## config.mk

```make
export PLATFORM = sky130hd
export DESIGN_NAME = bucket_writeback_unit
export DESIGN_NICKNAME = d
export VERILOG_FILES = /design/src/rtl/hash_pkg.sv /design/src/rtl/bucket_slot_search.sv /design/src/rtl/bucket_writeback_unit.sv
export SDC_FILE = /design/constraint.sdc
export NUM_CORES = 1
export LEC_CHECK = 0
export CAP_MARGIN = 10
export CORE_UTILIZATION = 35
export DETAILED_ROUTE_END_ITERATION = 12
export PLACE_DENSITY = 0.68
export SYNTH_ARGS = -nofsm -noshare
export SYNTH_HDL_FRONTEND = slang
export SYNTH_SLANG_ARGS = --single-unit
export TNS_END_PERCENT = 50
```

## constraint.sdc

```tcl
create_clock -name clk -period 2.9 [get_ports clk]
set_clock_uncertainty 0.05 [all_clocks]
set_input_delay 0.435 -clock clk [delete_from_list [all_inputs] [get_ports clk]]
set_output_delay 0.435 -clock clk [all_outputs]
set_load 0.05 [all_outputs]
```

## src/rtl/hash_pkg.sv

```systemverilog
// -----------------------------------------------------------------------------
// hash_pkg
// Shared types and helpers for the hash-table pipeline.
//   - Default geometry of one hash table (entry/bucket/address widths).
//   - op_e     : operation codes carried on op_i.
//   - status_e : result codes driven on result_status_o.
//   - slot_lsb / key_lsb : bit offsets of a slot and of its key inside a
//     packed bucket. A slot is {key, data} with the key in the MSBs, and slot s
//     starts at bit s*(KEY_WIDTH+DATA_WIDTH).
// -----------------------------------------------------------------------------
package hash_pkg;

  localparam int DEF_DATA_WIDTH  = 4;
  localparam int DEF_KEY_WIDTH   = 2;
  localparam int DEF_BUCKET_SIZE = 2;
  localparam int DEF_ADR_WIDTH   = 2;

  typedef enum logic [1:0] {
    OP_NOP    = 2'd0,
    OP_INSERT = 2'd1,
    OP_DELETE = 2'd2,
    OP_LOOKUP = 2'd3
  } op_e;

  typedef enum logic [1:0] {
    ST_OK        = 2'd0,
    ST_UPDATED   = 2'd1,
    ST_FULL      = 2'd2,
    ST_NOT_FOUND = 2'd3
  } status_e;

  // Lowest bit of slot 'slot' (also the lowest bit of its data field).
  function automatic int slot_lsb(input int slot, input int entry_width);
    return slot * entry_width;
  endfunction

  // Lowest bit of the key field of slot 'slot'.
  function automatic int key_lsb(input int slot, input int key_width, input int data_width);
    return slot * (key_width + data_width) + data_width;
  endfunction

endpackage : hash_pkg

```

## src/rtl/bucket_slot_search.sv

```systemverilog
// -----------------------------------------------------------------------------
// bucket_slot_search
// Purely combinational search of one bucket for a key.
//   key          in   KEY_WIDTH                 key to look for
//   bucket       in   (KEY+DATA)*BUCKET_SIZE    packed bucket contents
//   valid        in   BUCKET_SIZE               per-slot valid bits
//   match_found  out  1                         some valid slot holds key
//   match_idx    out  IDX_WIDTH                 lowest matching slot
//   free_found   out  1                         some slot is invalid
//   free_idx     out  IDX_WIDTH                 lowest invalid slot
// -----------------------------------------------------------------------------
module bucket_slot_search
  import hash_pkg::*;
#(
  parameter int KEY_WIDTH   = DEF_KEY_WIDTH,
  parameter int DATA_WIDTH  = DEF_DATA_WIDTH,
  parameter int BUCKET_SIZE = DEF_BUCKET_SIZE,
  parameter int IDX_WIDTH   = (BUCKET_SIZE > 1) ? $clog2(BUCKET_SIZE) : 1
) (
  input  logic [KEY_WIDTH-1:0]                          key,
  input  logic [(KEY_WIDTH+DATA_WIDTH)*BUCKET_SIZE-1:0] bucket,
  input  logic [BUCKET_SIZE-1:0]                        valid,
  output logic                                          match_found,
  output logic [IDX_WIDTH-1:0]                          match_idx,
  output logic                                          free_found,
  output logic [IDX_WIDTH-1:0]                          free_idx
);

  localparam int ENTRY_WIDTH = KEY_WIDTH + DATA_WIDTH;

  // NOTE: every output gets a default before the loop; a path that leaves
  // a combinational output unassigned would infer a latch.
  always_comb begin
    match_found = 1'b0;
    match_idx   = '0;
    free_found  = 1'b0;
    free_idx    = '0;
    // Scan from the top slot down so the lowest index is the last writer.
    for (int s = BUCKET_SIZE - 1; s >= 0; s--) begin
      if (valid[s] && (bucket[key_lsb(s, KEY_WIDTH, DATA_WIDTH) +: KEY_WIDTH] == key)) begin
        match_found = 1'b1;
        match_idx   = IDX_WIDTH'(s);
      end
      if (!valid[s]) begin
        free_found = 1'b1;
        free_idx   = IDX_WIDTH'(s);
      end
    end
  end

  // Data fields take no part in the search.
  logic [DATA_WIDTH*BUCKET_SIZE-1:0] data_bits;
  for (genvar g = 0; g < BUCKET_SIZE; g++) begin : g_data
    assign data_bits[g*DATA_WIDTH +: DATA_WIDTH] = bucket[slot_lsb(g, ENTRY_WIDTH) +: DATA_WIDTH];
  end
  logic unused_data;
  assign unused_data = ^data_bits;

endmodule : bucket_slot_search

```

## src/rtl/bucket_writeback_unit.sv

```systemverilog
// -----------------------------------------------------------------------------
// bucket_writeback_unit
// Write side of one hash table's read-modify-write pipeline. Each enabled cycle
// it takes one operation plus the already-corrected bucket read for it,
// applies INSERT / DELETE / LOOKUP, and one cycle later drives the memory write
// port, the forwarding bundle and a result. Keeps the table's occupancy count.
//   clk, reset (async, active low), clk_en (global hold when 0)
//   op_valid_i, op_i, key_i, data_i, hash_adr_i   operation
//   content_i, valid_i                            corrected bucket
//   mem_*_o                                       table write port
//   forward_*_o                                   copy for newer reads
//   result_valid_o, result_status_o, result_data_o
//   occupancy_o                                   saturating entry count
// -----------------------------------------------------------------------------
module bucket_writeback_unit
  import hash_pkg::*;
#(
  parameter int DATA_WIDTH         = DEF_DATA_WIDTH,
  parameter int KEY_WIDTH          = DEF_KEY_WIDTH,
  parameter int BUCKET_SIZE        = DEF_BUCKET_SIZE,
  parameter int MAX_HASH_ADR_WIDTH = DEF_ADR_WIDTH,
  parameter int OCC_WIDTH          = MAX_HASH_ADR_WIDTH + $clog2(BUCKET_SIZE + 1)
) (
  input  logic                                          clk,
  input  logic                                          reset,
  input  logic                                          clk_en,
  input  logic                                          op_valid_i,
  input  logic [1:0]                                    op_i,
  input  logic [KEY_WIDTH-1:0]                          key_i,
  input  logic [DATA_WIDTH-1:0]                         data_i,
  input  logic [MAX_HASH_ADR_WIDTH-1:0]                 hash_adr_i,
  input  logic [(KEY_WIDTH+DATA_WIDTH)*BUCKET_SIZE-1:0] content_i,
  input  logic [BUCKET_SIZE-1:0]                        valid_i,
  output logic                                          mem_we_o,
  output logic [MAX_HASH_ADR_WIDTH-1:0]                 mem_adr_o,
  output logic [(KEY_WIDTH+DATA_WIDTH)*BUCKET_SIZE-1:0] mem_content_o,
  output logic [BUCKET_SIZE-1:0]                        mem_valid_o,
  output logic [MAX_HASH_ADR_WIDTH-1:0]                 forward_hash_adr_o,
  output logic [(KEY_WIDTH+DATA_WIDTH)*BUCKET_SIZE-1:0] forward_content_o,
  output logic                                          forward_updated_mem_o,
  output logic [BUCKET_SIZE-1:0]                        forward_valid_o,
  output logic                                          result_valid_o,
  output logic [1:0]                                    result_status_o,
  output logic [DATA_WIDTH-1:0]                         result_data_o,
  output logic [OCC_WIDTH-1:0]                          occupancy_o
);

  localparam int ENTRY_WIDTH  = KEY_WIDTH + DATA_WIDTH;
  localparam int BUCKET_WIDTH = ENTRY_WIDTH * BUCKET_SIZE;
  localparam int IDX_WIDTH    = (BUCKET_SIZE > 1) ? $clog2(BUCKET_SIZE) : 1;

  // ---------------------------------------------------------------------------
  // Slot search on the incoming bucket
  // ---------------------------------------------------------------------------
  logic                 match_found;
  logic [IDX_WIDTH-1:0] match_idx;
  logic                 free_found;
  logic [IDX_WIDTH-1:0] free_idx;

  bucket_slot_search #(
    .KEY_WIDTH  (KEY_WIDTH),
    .DATA_WIDTH (DATA_WIDTH),
    .BUCKET_SIZE(BUCKET_SIZE),
    .IDX_WIDTH  (IDX_WIDTH)
  ) u_search (
    .key        (key_i),
    .bucket     (content_i),
    .valid      (valid_i),
    .match_found(match_found),
    .match_idx  (match_idx),
    .free_found (free_found),
    .free_idx   (free_idx)
  );

  // ---------------------------------------------------------------------------
  // Next-state computation
  // ---------------------------------------------------------------------------
  logic                    nxt_we;
  logic [BUCKET_WIDTH-1:0] nxt_content;
  logic [BUCKET_SIZE-1:0]  nxt_valid;
  logic                    nxt_result_valid;
  status_e                 nxt_status;
  logic [DATA_WIDTH-1:0]   nxt_data;
  logic                    occ_inc;
  logic                    occ_dec;

  always_comb begin
    // Unless a write happens the input bucket passes through unmodified.
    nxt_we           = 1'b0;
    nxt_content      = content_i;
    nxt_valid        = valid_i;
    nxt_result_valid = 1'b0;
    nxt_status       = ST_OK;
    nxt_data         = '0;
    occ_inc          = 1'b0;
    occ_dec          = 1'b0;

    if (op_valid_i) begin
      unique case (op_e'(op_i))
        OP_INSERT: begin
          nxt_result_valid = 1'b1;
          if (match_found) begin
            nxt_content[slot_lsb(int'(match_idx), ENTRY_WIDTH) +: DATA_WIDTH] = data_i;
            nxt_we     = 1'b1;
            nxt_status = ST_UPDATED;
          end else if (free_found) begin
            nxt_content[slot_lsb(int'(free_idx), ENTRY_WIDTH) +: ENTRY_WIDTH] = {key_i, data_i};
            nxt_valid[free_idx] = 1'b1;
            nxt_we     = 1'b1;
            occ_inc    = 1'b1;
          end else begin
            nxt_status = ST_FULL;
          end
        end
        OP_DELETE: begin
          nxt_result_valid = 1'b1;
          if (match_found) begin
            // Only the valid bit is cleared; stale key/data stay in memory.
            nxt_valid[match_idx] = 1'b0;
            nxt_we     = 1'b1;
            occ_dec    = 1'b1;
          end else begin
            nxt_status = ST_NOT_FOUND;
          end
        end
        OP_LOOKUP: begin
          nxt_result_valid = 1'b1;
          if (match_found) begin
            nxt_data = content_i[slot_lsb(int'(match_idx), ENTRY_WIDTH) +: DATA_WIDTH];
          end else begin
            nxt_status = ST_NOT_FOUND;
          end
        end
        default: ;  // OP_NOP
      endcase
    end
  end

  // ---------------------------------------------------------------------------
  // Output and counter registers
  // ---------------------------------------------------------------------------
  logic                          we_q;
  logic [MAX_HASH_ADR_WIDTH-1:0] adr_q;
  logic [BUCKET_WIDTH-1:0]       content_q;
  logic [BUCKET_SIZE-1:0]        valid_q;
  logic                          result_valid_q;
  status_e                       status_q;
  logic [DATA_WIDTH-1:0]         data_q;
  logic [OCC_WIDTH-1:0]          occ_q;

  // NOTE: clocked state uses non-blocking assignments so every register
  // samples pre-edge values regardless of statement order.
  always_ff @(posedge clk or negedge reset) begin
    if (!reset) begin
      we_q           <= 1'b0;
      adr_q          <= '0;
      content_q      <= '0;
      valid_q        <= '0;
      result_valid_q <= 1'b0;
      status_q       <= ST_OK;
      data_q         <= '0;
      occ_q          <= '0;
    end else if (clk_en) begin
      we_q           <= nxt_we;
      adr_q          <= hash_adr_i;
      content_q      <= nxt_content;
      valid_q        <= nxt_valid;
      result_valid_q <= nxt_result_valid;
      status_q       <= nxt_status;
      data_q         <= nxt_data;
      // Saturating count: stick at all-ones and at zero instead of wrapping.
      if (occ_inc && (occ_q != '1)) begin
        occ_q <= occ_q + 1'b1;
      end else if (occ_dec && (occ_q != '0)) begin
        occ_q <= occ_q - 1'b1;
      end
    end
  end

  assign mem_we_o              = we_q;
  assign mem_adr_o             = adr_q;
  assign mem_content_o         = content_q;
  assign mem_valid_o           = valid_q;
  assign forward_hash_adr_o    = adr_q;
  assign forward_content_o     = content_q;
  assign forward_updated_mem_o = we_q;
  assign forward_valid_o       = valid_q;
  assign result_valid_o        = result_valid_q;
  assign result_status_o       = status_q;
  assign result_data_o         = data_q;
  assign occupancy_o           = occ_q;

endmodule : bucket_writeback_unit

```

==> impl_metrics.env, run 1 <==
export IMPL_finalSetupViolCount=0
export IMPL_synth_top_family_by_area="compound AO/OA/AOI/OAI gates"
export IMPL_hold_path_class="register to register"
export IMPL_relSlewSlack=0.664
export IMPL_area_growth_syn_to_layout_pct=45.9
export IMPL_power_density_cell_area_mw_per_mm2=588
export IMPL_finalCritPeriodShare=0.888
export IMPL_cts_post_setup_buffers_inserted=0
export IMPL_yosysTopAreaCellShare=0.410
export IMPL_path_cells="clkdlybuf4s50_1, xnor2_1, and3_1, nor2_1, nand4_1, ha_1, a21o_1, a21oi_1, nor4_1, a31oi_1, xnor2_1"
export IMPL_grt_setup_unrepaired="no"
export IMPL_clkLatencyLatePin_ns=0.27
export IMPL_largest_net_degree_at_the_start_of_global_routing=34
export IMPL_timing_critical_path_arrival_ns=2.73
export IMPL_gr_usage_all_layers=0.161
export IMPL_post_route_min_period_ns=2.58
export IMPL_yosys_area_share_xor_xnor=0.0359
export IMPL_ctsHoldBuffers=0
export IMPL_htree_num_levels=1
export IMPL_floorplan_rows=25
export IMPL_setup_ws_post_layout_ns=0.324
export IMPL_top_level_ports=73
export IMPL_final_common_cell="sky130_fd_sc_hd__clkdlybuf4s50_1"
export IMPL_net_count_of_the_finished_layout=267
export IMPL_crit_start="key_i[0]"
export IMPL_finish_cell_count_without_fillers=298
export IMPL_post_drt_wl_per_cell_um=13.6
export IMPL_tritoncts="built"
export IMPL_place_gp_congestion=0.827
export IMPL_cts_sinks=28
export IMPL_cell_internal_pwr_mw=0.834
export IMPL_die_w_um=71.9
export IMPL_cts_made_buffers=3
export IMPL_drv_cap=0
export IMPL_total_leakage_power_nw=1.01
export IMPL_synthesis_stage_register_bit_count=28
export IMPL_vdd_drop_max_mv=0.352
export IMPL_hold_viol=0
export IMPL_place_ws_ns=0.0458
export IMPL_floorplan_die_area_mm2=0.00516
export IMPL_complex_gate_fraction_of_the_synthesized_area=0.178
export IMPL_cts_buffer_depth=2
export IMPL_muxShareOfSynthArea=0.0967
export IMPL_max_slew_worst_pin_slew_ns=0.503
export IMPL_power_frac_comb=0.483
export IMPL_vias_in_the_first_global_route=1303
export IMPL_failed_checks="DRC"
export IMPL_synth_edff_count=0
export IMPL_most_common_cell_type_on_the_critical_path="sky130_fd_sc_hd__xnor2_1"
export IMPL_switching_power_mw=0.631
export IMPL_initial_util=0.362
export IMPL_drt_vias_per_instance=4.83
export IMPL_route_antenna_remaining_nets=0
export IMPL_synth_top_cells_by_area="sky130_fd_sc_hd__dfrtp_1 (41%), sky130_fd_sc_hd__buf_4 (7.5%), sky130_fd_sc_hd__mux2i_1 (7.0%), sky130_fd_sc_hd__a21oi_1 (4.4%), sky130_fd_sc_hd__ha_1 (4.4%)"
export IMPL_setup_tns_final_ns=0
export IMPL_detailroute_via_count=1439
export IMPL_global_route_usage_met3=0.0323
export IMPL_path_class="primary input to register"
export IMPL_antenna_found_initial=0
export IMPL_yosysSeqAreaShare=0.410
export IMPL_finalMaxSlewViolations=0
export IMPL_outcome="finished, violations left"
export IMPL_synth_warnings=0
export IMPL_grt_use_met2=0.235
export IMPL_grt_first_pass_wirelength_mm=6.49
export IMPL_p_clk_frac=0.165
export IMPL_path_max_fanout=4
export IMPL_cell_area_after_synthesis_mm2=0.00171
export IMPL_post_synth_cell_area_avg_um2=10.2
export IMPL_drt_iter0_markers=112
export IMPL_switching_power_as_a_share_of_total_power=0.431
export IMPL_startpoint_type="primary input"
export IMPL_layout_cells_most_common_list="sky130_fd_sc_hd__clkdlybuf4s50_1 (72), sky130_fd_sc_hd__dfrtp_1 (28), sky130_fd_sc_hd__nor2_1 (18)"
export IMPL_placement_io_buffers=72
export IMPL_synthesis_nets=202
export IMPL_global_route_congestion_overflow_total=0
export IMPL_detail_route_drc_violations=1
export IMPL_gr_max_usage_layer="met1"
export IMPL_cts_root_buf="sky130_fd_sc_hd__clkbuf_8"
export IMPL_synth_adder_area_share=0.0557
export IMPL_worstSetupEndpointType="register"
export IMPL_post_layout_total_power_mw=1.47
export IMPL_syn_instance_count=167
export IMPL_synthesized_area_fraction_occupied_by_and_or_nand_nor_cells=0.119
export IMPL_library_cells_used_by_synthesis=45
export IMPL_worst_setup_hold_path_clk_slew_ns=0.10
export IMPL_setup_reg_to_reg_worst_slack_ns=0.87
export IMPL_placed_cells_incl_taps=294
export IMPL_detailedPlacementHpwl_mm=3.07
export IMPL_use_met1=0.252
export IMPL_antenna_cells=0
export IMPL_wl_mm=4.04
export IMPL_dominant_cell_type_by_area_after_synthesis="sky130_fd_sc_hd__dfrtp_1"
export IMPL_design_core_area_mm2=0.00472
export IMPL_drtPass1Iterations=8
export IMPL_layout_drive_gt1_share=0.104
export IMPL_post_cts_resize_count=0
export IMPL_critical_path_max_stage_delay_ns=0.57
export IMPL_power_sequential_fraction=0.351
export IMPL_req_time_crit_path_ns=3.06
export IMPL_hold_ws_ns=0.447
export IMPL_holdCritStartpoint="result_valid_o$_DFFE_PN0P_"
export IMPL_synth_main_ff_cell="sky130_fd_sc_hd__dfrtp_1"
export IMPL_slowest_stage="sky130_fd_sc_hd__clkdlybuf4s50_1"
export IMPL_worstReg2RegStart="occupancy_o[0]$_DFFE_PN0P_"
export IMPL_synth_async_reset_ratio=1.00
export IMPL_max_clock_freq_mhz=388
export IMPL_die_height_um=71.9
## synthesized netlist by cell type (2+ instances only)
master	number
sky130_fd_sc_hd__a21oi_1	15
sky130_fd_sc_hd__a22oi_1	4
sky130_fd_sc_hd__a31oi_1	2
sky130_fd_sc_hd__and3_1	2
sky130_fd_sc_hd__buf_4	17
sky130_fd_sc_hd__clkbuf_1	4
sky130_fd_sc_hd__dfrtp_1	28
sky130_fd_sc_hd__ha_1	6
sky130_fd_sc_hd__inv_1	4
sky130_fd_sc_hd__mux2_1	2
sky130_fd_sc_hd__mux2_2	2
sky130_fd_sc_hd__mux2i_1	12
sky130_fd_sc_hd__nand2_1	5
sky130_fd_sc_hd__nand4_1	3
sky130_fd_sc_hd__nor2_1	18
sky130_fd_sc_hd__nor3_1	3
sky130_fd_sc_hd__nor4_1	2
sky130_fd_sc_hd__o2bb2ai_1	6
sky130_fd_sc_hd__xnor2_1	5
sky130_fd_sc_hd__xor2_1	2
## cell families after synthesis
kind of cell	Yosys count
AO/OA/AOI/OAI	41
adder cells (fa/ha/maj)	7
buffers and inverters	28
XOR/XNOR	7
multiplexers	16
flip-flops	28
AND/OR/NAND/NOR	40
## power groups by stage
stage	sequential, mW	clock (mW)	combinational [mW]
floorplan	0.710	0	0.284
global placement	0.523	0	0.705
detailed placement	0.523	0	0.710
CTS	0.516	0.253	0.711
global route	0.528	0.265	0.753
finish	0.515	0.243	0.708
## through the flow
step                instance area, um2   util
global placement                  2440  0.516
global route                      2490  0.527
detailed placement                2440  0.516
floorplan                         1710      -
CTS                               2490  0.527
finish                            2490  0.527
## metal layers
layer | vias to the layer above | share of wire
li1 | 719 | -
met1 | 675 | 0.50
met2 | 45 | 0.45
met3 | 0 | 0.046
met4 | 0 | 0
met5 | - | 0
## registers in the layout, summed over array words and instances, names as in the netlist
name,flops
forward_hash_adr_o,2
result_data_o,4
forward_valid_o,2
forward_updated_mem_o,1
forward_content_o,12
result_status_o,2
occupancy_o,4
result_valid_o,1
## cell type report
type	instances	area [um2]
fillers	433	2230
multi-input cells	111	830
repair buffers	83	803
flip-flops and latches	28	701
well taps	67	83.8
clock buffers	4	55.1
inverters	5	18.8
## worst max-delay path: cells and delay by family
family          cells  cell delay [ns]
simple gates        4             0.60
compound gates      3             0.54
xor+xnor            2             0.25
fa+ha+maj           1             0.34
buf+inv             1             0.57
## worst paths after layout
kind                                                endpoint  depth (start not counted)
worst max register to register    occupancy_o[3]$_DFFE_PN0P_                          8
max in group asynchronous         occupancy_o[2]$_DFFE_PN0P_                          2
worst min-delay path              result_valid_o$_DFFE_PN0P_                          1
min in group asynchronous       result_data_o[0]$_DFFE_PN0P_                          2
worst max-delay path              occupancy_o[3]$_DFFE_PN0P_                         11
worst min register to register    result_valid_o$_DFFE_PN0P_                          1
No activity file was read; power rests on OpenSTA's default activity.
==> run 2: changes to the inputs <==
--- a/config.mk
+++ b/config.mk
@@ -9,6 +9,7 @@
 export CORE_UTILIZATION = 35
 export DETAILED_ROUTE_END_ITERATION = 12
 export PLACE_DENSITY = 0.68
+export SETUP_SLACK_MARGIN = 0.02
 export SYNTH_ARGS = -nofsm -noshare
 export SYNTH_HDL_FRONTEND = slang
 export SYNTH_SLANG_ARGS = --single-unit
==> results of run 2 <==
No change in the layout: final DEF, timing and power equal those of run 1.
==> RTL edit 1, RTL diff (settings of run 2) <==
Put one more register stage on the output `forward_valid_o`, without a reset. The value now appears one clock later. The other outputs are not delayed to match.
--- a/src/rtl/bucket_writeback_unit.sv
+++ b/src/rtl/bucket_writeback_unit.sv
@@ -185,5 +185,7 @@
   assign forward_content_o     = content_q;
   assign forward_updated_mem_o = we_q;
-  assign forward_valid_o       = valid_q;
+  always_ff @(posedge clk) begin
+    forward_valid_o <= valid_q;
+  end
   assign result_valid_o        = result_valid_q;
   assign result_status_o       = status_q;
Formal check against the unedited RTL: not equivalent (a bounded check fails within 4 cycles, from zero or initial values and one cycle with reset low).
==> RTL edit 1 against run 2 <==
Sequential cell count grew 2. Wire length rose by 1.9%. Combinational power about the same. Power up 15%. Cell area rose by 3.7%. Critical path depth unchanged. Setup slack worse by 0.077 ns. Sequential power increased by 6.0%. Synthesized area is 4.5% higher. Highest routed layer is now met4.
==> RTL edit 1: results (changes against run 2) <==
[run_status]
status=complete, no violations

[global_routing]
grt_pass1_wl_um=6530  ; +0.54%
met1_usage=0.193  ; -0.0589
grt_max_degree=40  ; +18%
use_met3=0.0535  ; +0.0211
first_global_vias=1449  ; +11%
grtUsageMet2=0.280  ; +0.0450
track_usage=0.165  ; +0.00373

[logic_synthesis]
synth.net_count=210  ; +4.0%
synth_cells=175  ; +4.8%
netlist_top_cells_count=dfrtp_1, nor2_1, a21oi_1, buf_4, mux2i_1
synth.distinct_cells=43  ; -4.4%
synth_area_leaders=dfrtp_1, mux2i_1, buf_4

[final_layout]
drive_above_1_share=0.104  ; -0.000162
fillCellCount=460  ; +6.2%
fin_nets=275  ; +3.0%

[placed_design]
place_area_um2=2470  ; +1.3%
post-place-ws_ns=0.0681  ; +0.0223 ns
routabilityCongestion=0.807  ; -2.4%
hpwl_um=2980  ; -2.9%

[clock_network]
clkTransAtPathRegs_ns=0.06  ; -0.04 ns
htreeDepth=2  ; +1
cts_buffers=5  ; +2

[pwr]
peakVddDrop_mv=0.416  ; +18%
power_density_nw_per_um2=653  ; +11%
p_comb_mw=0.707  ; about the same
net-switching-power_mw=0.665  ; +5.3%
p_total_mw=1.69  ; +15%
clkPwrFrac=0.257  ; +0.092
leakage_nw=1.10  ; +9.0%

[min_path]
holdPathStages=0  ; -1

[route]
dr_wl_met2_um=1960  ; +7.9%
first_iter_violations=59  ; -47%
top_layer=met4
wl_met1_um=1760  ; -14%
detail_route.wirelength_um=4120  ; +1.9%
via_count=1513  ; +5.1%
drt_first_pass_iters=4  ; -4
dr_wl_met3_um=329  ; +76%
wire_per_inst_um=13.4  ; -1.4%

[timing]
tightest_slew_ns=0.623  ; +0.120 ns

RTL edit 1: cell count changes in the layout (fill, tap and decap cells not counted), sizes merged, moves of 3 or more:
cell	change
inv	+6
nor3	-3
clkbuf	+3
o2bb2ai	-6
buf	-3
nand3	+3
o22ai	+6
RTL edit 1: worst paths after layout:
path | to | startpoint | slack, ns
max in group asynchronous | forward_content_o[4] | reset | 2.04
worst min register to register | forward_valid_o[1] | mem_valid_o[1] | 0.36
worst max-delay path | occupancy_o[3] | key_i[1] | 0.25
worst max register to register | occupancy_o[3] | occupancy_o[0] | 0.77
worst min-delay path | forward_valid_o[1] | mem_valid_o[1] | 0.36
min in group asynchronous | forward_content_o[6] | reset | 0.49
RTL edit 1: area by class of cell:
class	count	area share
tap	67	0.0324
sequential	30	0.287
multi-input combinational	113	0.319
inverter	10	0.0145
timing repair buffer	80	0.302
clock inverter	1	0.0116
clock buffer	7	0.0334
RTL edit 1: logic make-up (layout without fill, tap and decap cells):
logic type | count (synthesis) | after routing | synth area share
buffers and inverters | 32 | 98 | 0.123
adder cells (fa/ha/maj) | 7 | 7 | 0.0533
flip-flops | 30 | 30 | 0.415
multiplexers | 17 | 17 | 0.0988
AO/OA/AOI/OAI | 43 | 43 | 0.167
AND/OR/NAND/NOR | 39 | 39 | 0.109
XOR/XNOR | 7 | 7 | 0.0343
RTL edit 1: critical path: stages:
cell	delay (ns)
clkdlybuf4s50_1	0.48
xnor2_1	0.19
nand3_1	0.16
nand2_1	0.08
nand4b_1	0.26
ha_1	0.34
a21o_1	0.19
a21oi_1	0.23
o211ai_1	0.15
o31ai_1	0.12
xor2_1	0.16
==> RTL edit 2, RTL diff (flow settings as in run 2) <==
Made on the original files. Set the package constant `DEF_DATA_WIDTH` to 6 (it was 4).
--- a/src/rtl/hash_pkg.sv
+++ b/src/rtl/hash_pkg.sv
@@ -11,5 +11,5 @@
 package hash_pkg;
 
-  localparam int DEF_DATA_WIDTH  = 4;
+  localparam int DEF_DATA_WIDTH  = 6;
   localparam int DEF_KEY_WIDTH   = 2;
   localparam int DEF_BUCKET_SIZE = 2;
Ports: changed (5 resized); port bits go from 73 to 89. No check against the original RTL was run, so the function may have changed too.
==> RTL edit 2 against run 2 <==
Clock power rose by 54%. Synthesized area is 17% higher. Setup slack worse by 0.043 ns. Cell area rose by 18%. Sequential cell count rose by 6. Sequential power increased by 19%. Power rose by 23%. Wire length increased by 29%. Critical path type unchanged. Critical endpoint unchanged. Highest routed layer is now met4.
==> RTL edit 2: results (changes against run 2) <==
[pwr]
p_int_mw=1.04  ; +24%
leakage_nw=1.26  ; +25%
peakVddDrop_mv=0.225  ; -36%
seqPwrFrac=0.340  ; -0.011
clkPwrFrac=0.208  ; +0.043
p_total_mw=1.80  ; +23%

[placed_design]
routabilityCongestion=0.881  ; +6.5%
port_buffers=88  ; +22%
post-place-ws_ns=0.0170  ; -0.0288 ns
place_area_um2=2850  ; +17%
dp_cells=339  ; +15%
hpwl_um=3910  ; +27%

[run_status]
status=complete, no violations

[clock_network]
clockRootBuffer=clkbuf_8
ctsResizeCount=0  ; unchanged
cts_setup_buffers=0  ; unchanged
cts_buffers=5  ; +2
htreeDepth=2  ; +1
cts_buffer_depth=2  ; unchanged
clkTransAtPathRegs_ns=0.07  ; -0.03 ns
worstSkewPairLatency_ns=0.29  ; +0.02 ns

[global_routing]
first_global_vias=1654  ; +27%
met1_usage=0.257  ; +0.00541
use_met3=0.0447  ; +0.0124
grt-busiest-layer=met2
grt_max_degree=35  ; +2.9%
track_usage=0.181  ; +0.0199
grt_pass1_wl_um=8420  ; +30%
antenna_found_initial=0  ; unchanged
grtUsageMet2=0.263  ; +0.0280

[final_layout]
antenna_cells=0  ; unchanged
largest_reg_flops=16  ; +4
drive_above_1_share=0.105  ; +0.00156
fin_nets=315  ; +18%

[route]
via_per_inst=4.90  ; +1.5%
first_iter_violations=84  ; -25%
ant_nets=0  ; unchanged
detail_route.wirelength_um=5220  ; +29%
drt_first_pass_iters=4  ; -4
wire_per_inst_um=15.0  ; +11%

[logic_synthesis]
synth_area_per_cell_um2=10.1  ; -1.1%
synth.distinct_cells=38  ; -16%
seq_area_frac_synth=0.425  ; +0.0145
ys.flop_type=dfrtp_1
ys.warnings.count=0  ; unchanged
netlist_top_cells_count=dfrtp_1, nor2_1, buf_4
synth_area_leaders=dfrtp_1, mux2i_1, buf_4
synth.net_count=239  ; +18%
synth_enable_flop_cells=0  ; unchanged
synthArstFlopShare=1.00  ; unchanged

[min_path]
hold_path_class=in -> async

[critical_path]
path_max_fanout=8  ; +4

[timing]
setup_viol=0  ; unchanged
max_slew_margin=0.485  ; -0.179

[RTL edit 2: cell types whose count changed in the layout (fill, tap and decap cells not counted), sizes merged, moves of 3 or more]
cell / run 2 / this run
a21oi: 16 / 19
clkdlybuf4s50: 72 / 87
dfrtp: 28 / 34
mux2i: 12 / 16
nor2: 18 / 23
[RTL edit 2: worst paths after layout]
path                                 from                 end  slack (ns)  cells after the start
max in group asynchronous           reset  forward_valid_o[0]        2.14                      1
max                              key_i[0]      occupancy_o[3]        0.28                     11
min reg2reg                result_valid_o      result_valid_o        0.45                      1
min                                 reset      occupancy_o[0]        0.16                      1
min in group clk           result_valid_o      result_valid_o        0.45                      1
max reg2reg                occupancy_o[0]      occupancy_o[3]        0.89                      8
[RTL edit 2: critical path, cell delays in order]
cell	delay (ns)
clkdlybuf4s50_1	0.57
xnor2_1	0.12
and3_4	0.22
nor2_1	0.16
nand4_1	0.18
ha_1	0.33
a21o_1	0.18
a21oi_1	0.19
nor4_1	0.08
a31oi_1	0.17
xnor2_1	0.13
[RTL edit 2: kinds of logic after synthesis]
logic type,count (synthesis),synth area share
buf+inv,35,0.109
xor+xnor,7,0.0306
compound gates,49,0.174
fa+ha+maj,7,0.0475
flops,34,0.425
mux,20,0.106
simple gates,46,0.107
[RTL edit 2: routing by layer]
metal | part of all wire | routed length [um]
met1 | 0.49 | 2560
met2 | 0.43 | 2270
met3 | 0.060 | 315
met4 | 0.015 | 79
met5 | 0 | 0
[RTL edit 2: area by class of cell]
cell class | count | area [um^2]
clock inverter | 2 | 12.5
sequential | 34 | 851
fill | 501 | 2560
tap | 72 | 90.1
timing repair buffer | 98 | 951
inverter | 6 | 22.5
multi-input combinational | 129 | 933
clock buffer | 6 | 82.6
